$ cat src/rtl/rvga_membus_arbiter.sv
// Round-robin arbiter sharing one memory bus between the rvga instruction and data membus ports.
// One access outstanding; mem_* registered at grant, responses passed through combinationally.
module rvga_membus_arbiter #(
  parameter int ADDR_W  = 32,
  parameter int DATA_W  = 32,
  parameter int D_FIRST = 1,
  parameter int TIMEOUT = 1023
) (
  input  logic                clk_i,
  input  logic                rst_i,
  input  logic                i_read_i,
  input  logic [ADDR_W-1:0]   i_addr_i,
  output logic [DATA_W-1:0]   i_rdata_o,
  output logic                i_resp_o,
  input  logic                d_read_i,
  input  logic                d_write_i,
  input  logic [ADDR_W-1:0]   d_addr_i,
  input  logic [DATA_W-1:0]   d_wdata_i,
  input  logic [DATA_W/8-1:0] d_wmask_i,
  output logic [DATA_W-1:0]   d_rdata_o,
  output logic                d_resp_o,
  output logic                mem_read_o,
  output logic                mem_write_o,
  output logic [ADDR_W-1:0]   mem_addr_o,
  output logic [DATA_W-1:0]   mem_wdata_o,
  output logic [DATA_W/8-1:0] mem_wmask_o,
  input  logic [DATA_W-1:0]   mem_rdata_i,
  input  logic                mem_resp_i,
  output logic                timeout_o,
  output logic                busy_o
);
  localparam int MASK_W = DATA_W / 8;
  localparam int CNT_W  = (TIMEOUT > 1) ? $clog2(TIMEOUT) : 1;

  typedef enum logic [1:0] {ST_IDLE, ST_GNT_I, ST_GNT_D, ST_TURN} state_t;

  state_t              r_state;
  state_t              w_next;
  logic                r_last_d;
  logic                r_mem_read;
  logic                r_mem_write;
  logic [ADDR_W-1:0]   r_mem_addr;
  logic [DATA_W-1:0]   r_mem_wdata;
  logic [MASK_W-1:0]   r_mem_wmask;
  logic [CNT_W-1:0]    r_cnt;
  logic                r_timeout;

  logic w_i_req;
  logic w_d_req;
  logic w_gnt_i;
  logic w_gnt_d;
  logic w_granted;
  logic w_expire;
  logic w_done;

  assign w_i_req   = i_read_i;
  assign w_d_req   = d_read_i | d_write_i;
  assign w_granted = (r_state == ST_GNT_I) || (r_state == ST_GNT_D);
  // A real response in the expiry cycle wins over the forced one.
  assign w_expire  = (TIMEOUT > 0) && w_granted && !mem_resp_i &&
                     (r_cnt == CNT_W'(TIMEOUT - 1));
  assign w_done    = w_granted && (mem_resp_i || w_expire);

  always_ff @(posedge clk_i or negedge rst_i) begin
    if (!rst_i) begin
      r_state <= ST_IDLE;
    end else begin
      r_state <= w_next;
    end
  end

  always_comb begin
    w_next    = r_state;
    w_gnt_i   = 1'b0;
    w_gnt_d   = 1'b0;
    i_resp_o  = 1'b0;
    d_resp_o  = 1'b0;
    i_rdata_o = '0;
    d_rdata_o = '0;
    case (r_state)
      ST_IDLE: begin
        if (w_i_req && w_d_req) begin
          w_gnt_d = !r_last_d;
          w_gnt_i = r_last_d;
        end else begin
          w_gnt_d = w_d_req;
          w_gnt_i = w_i_req;
        end
        if (w_gnt_d) begin
          w_next = ST_GNT_D;
        end else if (w_gnt_i) begin
          w_next = ST_GNT_I;
        end
      end
      ST_GNT_I: begin
        i_resp_o = w_done;
        if (mem_resp_i) begin
          i_rdata_o = mem_rdata_i;
        end
        if (w_done) begin
          w_next = ST_TURN;
        end
      end
      ST_GNT_D: begin
        d_resp_o = w_done;
        if (mem_resp_i) begin
          d_rdata_o = mem_rdata_i;
        end
        if (w_done) begin
          w_next = ST_TURN;
        end
      end
      ST_TURN: begin
        w_next = ST_IDLE;
      end
      default: begin
        w_next = ST_IDLE;
      end
    endcase
  end

  always_ff @(posedge clk_i or negedge rst_i) begin
    if (!rst_i) begin
      r_last_d    <= (D_FIRST == 0);
      r_mem_read  <= 1'b0;
      r_mem_write <= 1'b0;
      r_mem_addr  <= '0;
      r_mem_wdata <= '0;
      r_mem_wmask <= '0;
      r_cnt       <= '0;
      r_timeout   <= 1'b0;
    end else begin
      if (w_gnt_d) begin
        r_mem_read  <= d_read_i & ~d_write_i;
        r_mem_write <= d_write_i;
        r_mem_addr  <= d_addr_i;
        r_mem_wdata <= d_wdata_i;
        r_mem_wmask <= d_wmask_i;
      end else if (w_gnt_i) begin
        r_mem_read  <= 1'b1;
        r_mem_write <= 1'b0;
        r_mem_addr  <= i_addr_i;
        r_mem_wdata <= '0;
        r_mem_wmask <= '0;
      end else if (w_done) begin
        r_mem_read  <= 1'b0;
        r_mem_write <= 1'b0;
        r_last_d    <= (r_state == ST_GNT_D);
      end
      if (w_gnt_i || w_gnt_d) begin
        r_cnt <= '0;
      end else if (w_granted && (TIMEOUT > 0)) begin
        r_cnt <= r_cnt + 1'b1;
      end
      if (w_expire) begin
        r_timeout <= 1'b1;
      end
    end
  end

  // The flag is visible in the expiry cycle itself and sticky afterwards.
  assign timeout_o   = r_timeout | w_expire;
  assign busy_o      = (r_state != ST_IDLE);
  assign mem_read_o  = r_mem_read;
  assign mem_write_o = r_mem_write;
  assign mem_addr_o  = r_mem_addr;
  assign mem_wdata_o = r_mem_wdata;
  assign mem_wmask_o = r_mem_wmask;
endmodule

$ cat config.mk
export PLATFORM = sky130hd
export DESIGN_NAME = rvga_membus_arbiter
export DESIGN_NICKNAME = d
export VERILOG_FILES = /design/src/rtl/rvga_membus_arbiter.sv
export SDC_FILE = /design/constraint.sdc
export NUM_CORES = 1
export LEC_CHECK = 0
export CORE_ASPECT_RATIO = 1.75
export CORE_UTILIZATION = 30
export DETAILED_ROUTE_END_ITERATION = 10
export GPL_ROUTABILITY_DRIVEN = 0
export PLACE_DENSITY = 0.72
export SLEW_MARGIN = 20
export SYNTH_ARGS = -nofsm -noshare
export SYNTH_HDL_FRONTEND = slang
export SYNTH_SLANG_ARGS = --single-unit
$ cat constraint.sdc
create_clock -name clk_i -period 1.8 [get_ports clk_i]
set_clock_uncertainty 0.05 [all_clocks]
set_input_delay 0.36 -clock clk_i [delete_from_list [all_inputs] [get_ports clk_i]]
set_output_delay 0.36 -clock clk_i [all_outputs]
set_load 0.05 [all_outputs]
# Yosys cells after proc, flatten, opt, wreduce, memory -nomap -nowiden

Index checks and enable logic that the tools add are counted.

Register bits after elaboration: 84
Bits of input ports: 138
Logic and storage cells: 67
Output and inout bits: 138

Reductions and logical operators: 17
Add/subtract/negate cells: 1
Bitwise logic cells: 6
Equal/unequal tests: 6
Mux-type cells: 28

Operators with widths:

| cell                  | number |
|---|---|
| $mux 32               | 7 |
| $mux 10               | 2 |
| $mux 1                | 13 |
| $add 10x1->10 const B | 1 |
| $eq 10x10->1 const B  | 1 |
| $mux 4                | 2 |
| $mux 2                | 3 |
| $pmux 2 s3            | 1 |
| $reduce_bool 2->1     | 3 |
| $eq 2x2->1 const B    | 2 |
| $logic_and 1x1->1     | 4 |
| $logic_or 1x1->1      | 3 |
| $ne 3x1->1 const B    | 1 |
| $not 1->1             | 3 |
| $reduce_and 3->1      | 1 |
| $reduce_bool 3->1     | 1 |
| $eq 2x1->1 const B    | 1 |
| $logic_not 1->1       | 2 |
| $logic_not 2->1       | 1 |
| $ne 2x1->1 const B    | 1 |
| $or 1x1->1            | 2 |
| $reduce_and 2->1      | 1 |
| $reduce_or 2->1       | 1 |
| $and 1x1->1           | 1 |

# Longest topological paths before layout

Word-level depth: 9
Mapped depth: 7
Gate-level depth less buffers: 6

# Worst setup path after synthesis

Ideal clock, no wire load.

Kind: reg-to-output
Start: register r_state[0]
End: output timeout_o
Cell stages (with the launch flop): 7
Buffers on the path: 1
Setup slack: -295 ps
Arrival time: 1685 ps
Required time: 1390 ps
Path through: dfrtp_1 > inv_1 > ha_1 > buf_6 > nand4_4 > nor3_1 > a21o_1

Cells in the longest elaborated chain, start to end: 5
Elaborated cells between the ends (all ways): 6
Classes of those cells: 2 x eq/ne; 1 x bitwise; 3 x reduce/logical

Ends and longest elaborated chain:

| item                                     | line | source |
|---|---|---|
| start, declared                          | 37   | `state_t r_state;` |
| start signal, assigned                   | 68   | `r_state <= w_next;` |
| $eq 2x1->1 or $eq 2x2->1 (tied branches) | 58   | `assign w_granted = (r_state == ST_GNT_I) \|\| (r_state == ST_GNT_D);` |
| $logic_or 1x1->1 (*)                     | 58   |  |
| $logic_and 1x1->1 (*) (2 in series)      | 60   | `assign w_expire = (TIMEOUT > 0) && w_granted && !mem_resp_i &&` |
| $or 1x1->1 (*)                           | 162  | `assign timeout_o = r_timeout \| w_expire;` |
| end, declared                            | 29   | `output logic timeout_o,` |

Every way passes the cells marked *; elsewhere a longest branch is shown, timed or not.

# Final worst setup path

Start: register r_state[1]
End: output i_resp_o

Cells in the longest elaborated chain, start to end: 7
Elaborated cells between the ends (all ways): 8
Classes of those cells: 2 x eq/ne; 1 x mux; 5 x reduce/logical

Ends and longest elaborated chain:

| item                                     | line   | source |
|---|---|---|
| $eq 2x1->1 or $eq 2x2->1 (tied branches) | 58, 80 |  |
| $logic_or 1x1->1                         | 58     |  |
| $logic_and 1x1->1 (2 in series)          | 60     |  |
| $logic_or 1x1->1                         | 62     | `assign w_done = w_granted && (mem_resp_i \|\| w_expire);` |
| $logic_and 1x1->1                        | 62     |  |
| $mux 1 (*)                               | 80     | `case (r_state)` |
| end, declared                            | 14     | `output logic i_resp_o,` |

Marks and branches as above.

==> reports/qor.tcl <==
set qor(outcome) {finished with violations}
set qor(violations_in_the_final_reports) {setup timing}
set qor(async_flop_share) 1.00
set qor(grt_setup_unrepaired) {yes}
set qor(synthToLayoutAreaGrowth_pct) 119
set qor(worstRegToRegCells) 7
set qor(synth_seq_cells) 84
set qor(ant_nets_after_route) 0
set qor(tritoncts_num_sinks) 84
set qor(synthFlopType) {dfrtp_1}
set qor(design.die.area_sq_mm) 0.0141
set qor(synth_enable_flop_cells) 0
set qor(initial_utilization) 0.306
set qor(total_of_buffers_placed_on_input_and_output_ports) 275
set qor(globalRouteMet1Util) 0.236
set qor(hold_path.class) {flip-flop to flip-flop}
set qor(worstHoldPathCells) 1
set qor(numCtsBuffers) 9
set qor(post_drt_wl_per_cell_um) 18.2
set qor(boundaryPins) 276
set qor(max_cap_viol_count) 0
set qor(cpMaxStageDelayCell) {o41ai_4}
set qor(grt_pass1_vias) 4595
set qor(tightestPinTransition_ns) 0.555
set qor(routed_via_density) 4.94
set qor(worstPathMaxFanout) 4
set qor(drive_above_1_share) 0.422
set qor(irDropWorstVdd_mv) 1.05
set qor(htree_levels) 3
set qor(clock_path_buffers) 2
set qor(finalHoldViolations) 0
set qor(syn-mean-instance-area_sq_um) 10.5
set qor(syn_warnings) 0
set qor(first_pass_iters) 4
set qor(first_iter_violations) 188
set qor(worst_setup_hold_path_clk_slew_ns) 0.06
set qor(clk_root_buffer_cell) {clkbuf_16}
set qor(worstPathArrival_ns) 1.93
set qor(core_area_sq_mm) 0.0133
set qor(required_ns) 1.39
set qor(seq_area_frac_synth) 0.516
set qor(grt_max_degree) 65
set qor(clk-insertion-delay-late_ns) 0.33
set qor(placedCellCount) 838
set qor(critPathKind) {flip-flop to output port}
set qor(antenna-diode-count) 0
set qor(max_slew_margin) 0.630
set qor(timing.critical_path.slowest_cell_delay_ns) 0.45
set qor(layout_worst_path_cycle_share) 1.30
set qor(die-height_um) 156
set qor(dieWidth_um) 90.1
set qor(fmaxAchievable_mhz) 427
set qor(place_hpwl_um) 10900
set qor(synth_nets) 531
set qor(finalSetupViolations) 69
set qor(clock_tree_from_tritoncts) {yes}
set qor(layoutNonFillerInstCount) 876
set qor(critical_path.cell_chain) {inv_2 -> ha_4 -> inv_4 -> o41ai_4 -> and2_4 -> buf_12}
set qor(route.final.wire_length_um) 15900
set qor(static-leakage-power_nw) 4.02
set qor(met2_usage) 0.421
set qor(detail_route.drc_violations) 0
set qor(synthCells) 387
set qor(use_met3) 0.0395
set qor(critPathCaptureType) {output port}
set qor(grt.overflow.total) 0
set qor(grt_busiest_layer) {met2}
set qor(netlist_area_sq_mm) 0.00407
set qor(timing.final.crit_period_ns) 2.34
set qor(antenna_found_initial) 0
set qor(worst_slack_ns) -0.541
set qor(kind_of_launch_point_of_the_worst_setup_path) {flip-flop}
set qor(finalPower_mw) 15.8
set qor(grt_util_all_layers) 0.221
set qor(setup_tns_ns) -26.83
set qor(synth.distinct_cells) 31
set qor(dr_total_vias) 4325
set qor(finish.net_count) 841
set qor(cellPowerDensity_mw_per_mm2) 1770
set qor(floorplan.rows) 56
set qor(first_pass_grt_wire_length_um) 24400
set qor(slew_viol_final) 0
## cell families (layout without fill, tap and decap cells)
kind of cell,after synthesis,in the layout,share of synthesized area
compound gates,78,78,0.137
xor+xnor,8,8,0.0172
fa+ha+maj,6,6,0.0184
buf+inv,40,355,0.0427
flops,84,84,0.516
mux,37,37,0.0925
simple gates,134,134,0.176
## synthesized netlist by cell type, types with 2 or more instances
cell / count / area, sq um
dfrtp_1: 84 / 2100
and3_1: 64 / 400
nand2_1: 43 / 161
a22o_1: 36 / 315
mux2i_1: 35 / 350
o21ai_0: 35 / 175
clkbuf_1: 18 / 67.6
buf_2: 13 / 65.1
nor2_1: 10 / 37.5
inv_1: 8 / 30.0
ha_1: 6 / 75.1
nor3_1: 6 / 30.0
xnor2_1: 5 / 43.8
nand4_1: 3 / 18.8
xor2_1: 3 / 26.3
a21o_1: 2 / 15.0
and2_2: 2 / 15.0
## worst max-delay path: cells and delay by family (launching register included)
| kind | cells | cell delay (ns) |
|---|---|---|
| AO/OA/AOI/OAI | 1 | 0.45 |
| adder cells (fa/ha/maj) | 1 | 0.30 |
| flip-flops | 1 | 0.37 |
| AND/OR/NAND/NOR | 1 | 0.24 |
| buffers and inverters | 3 | 0.24 |
## registers in the layout (all words and copies together), names as in the netlist
name,count
r_last_d,1
r_cnt,10
mem_addr_o,32
mem_write_o,1
mem_read_o,1
mem_wmask_o,4
r_state,2
r_timeout,1
mem_wdata_o,32
## layout by cell type (no fill, tap or decap), types with 2 or more instances in the layout
cell type,Yosys,layout
a22o_1,36,36
and2_4,0,2
and3_4,0,64
buf_12,0,79
buf_16,0,3
buf_4,0,97
buf_6,1,7
buf_8,0,4
bufinv_16,0,2
clkbuf_16,0,12
clkdlybuf4s50_1,0,135
dfrtp_1,84,84
ha_1,6,3
ha_4,0,3
inv_1,8,5
inv_2,0,2
inv_6,0,2
mux2_4,1,2
mux2i_1,35,34
nand2_1,43,41
nand2_2,0,2
nand4_1,3,3
nor2_1,10,10
nor3_1,6,5
o21ai_0,35,34
xnor2_1,5,5
xor2_1,3,3
## what timing repair did
item,4_1_cts,5_1_grt
pin swaps,7,3
endpoints found under the hold margin,38,0
setup buffers,11,7
endpoints found under the setup margin,70,72
hold buffers,1,0
resized for setup,83,13
cloned,6,3
## final cells by class
class | count | area, sq um
Clock buffer | 9 | 225
Clock inverter | 7 | 105
Fill cell | 954 | 4410
Inverter | 8 | 32.5
Multi-Input combinational cell | 263 | 2210
Sequential cell | 84 | 2100
Tap cell | 174 | 218
Timing Repair Buffer | 331 | 4010
## metal layers
layer / part of all wire / vias up / wire length [um]
met5: 0 / - / 0
met4: 0.033 / 0 / 525
met3: 0.063 / 30 / 1000
met2: 0.54 / 232 / 8660
met1: 0.36 / 2061 / 5750
li1: - / 2002 / -
## path summary, 6_finish.rpt
kind	from	to	slack, ns
worst max-delay path	r_state[1]	i_resp_o	-0.54
worst min-delay path	r_timeout	r_timeout	0.41
worst max register to register	r_state[1]	r_last_d	-0.12
worst min register to register	r_timeout	r_timeout	0.41
max in group asynchronous	rst_i	mem_wdata_o[20]	0.63
min in group asynchronous	rst_i	mem_addr_o[7]	0.50
## through the flow
step	hold WS, ns	instance area [sq um]	setup slack [ns]	util
floorplan	0.0144	4110	-0.145	-
global placement	0.340	7820	-0.204	0.588
detailed placement	0.338	7820	-0.221	0.588
CTS	0.418	8800	-0.544	0.661
global route	0.440	8900	-0.597	0.669
finish	0.413	8900	-0.541	0.669
## where the power goes
group / switching, mW / total [mW] / leakage, nW / internal [mW]
Clock: 0.781 / 2.02 / 0.159 / 1.24
Combinational: 6.07 / 10.6 / 2.80 / 4.48
Sequential: 0.494 / 3.21 / 1.06 / 2.71
Total: 7.35 / 15.8 / 4.02 / 8.44
Power figures use the tool's default switching activity.
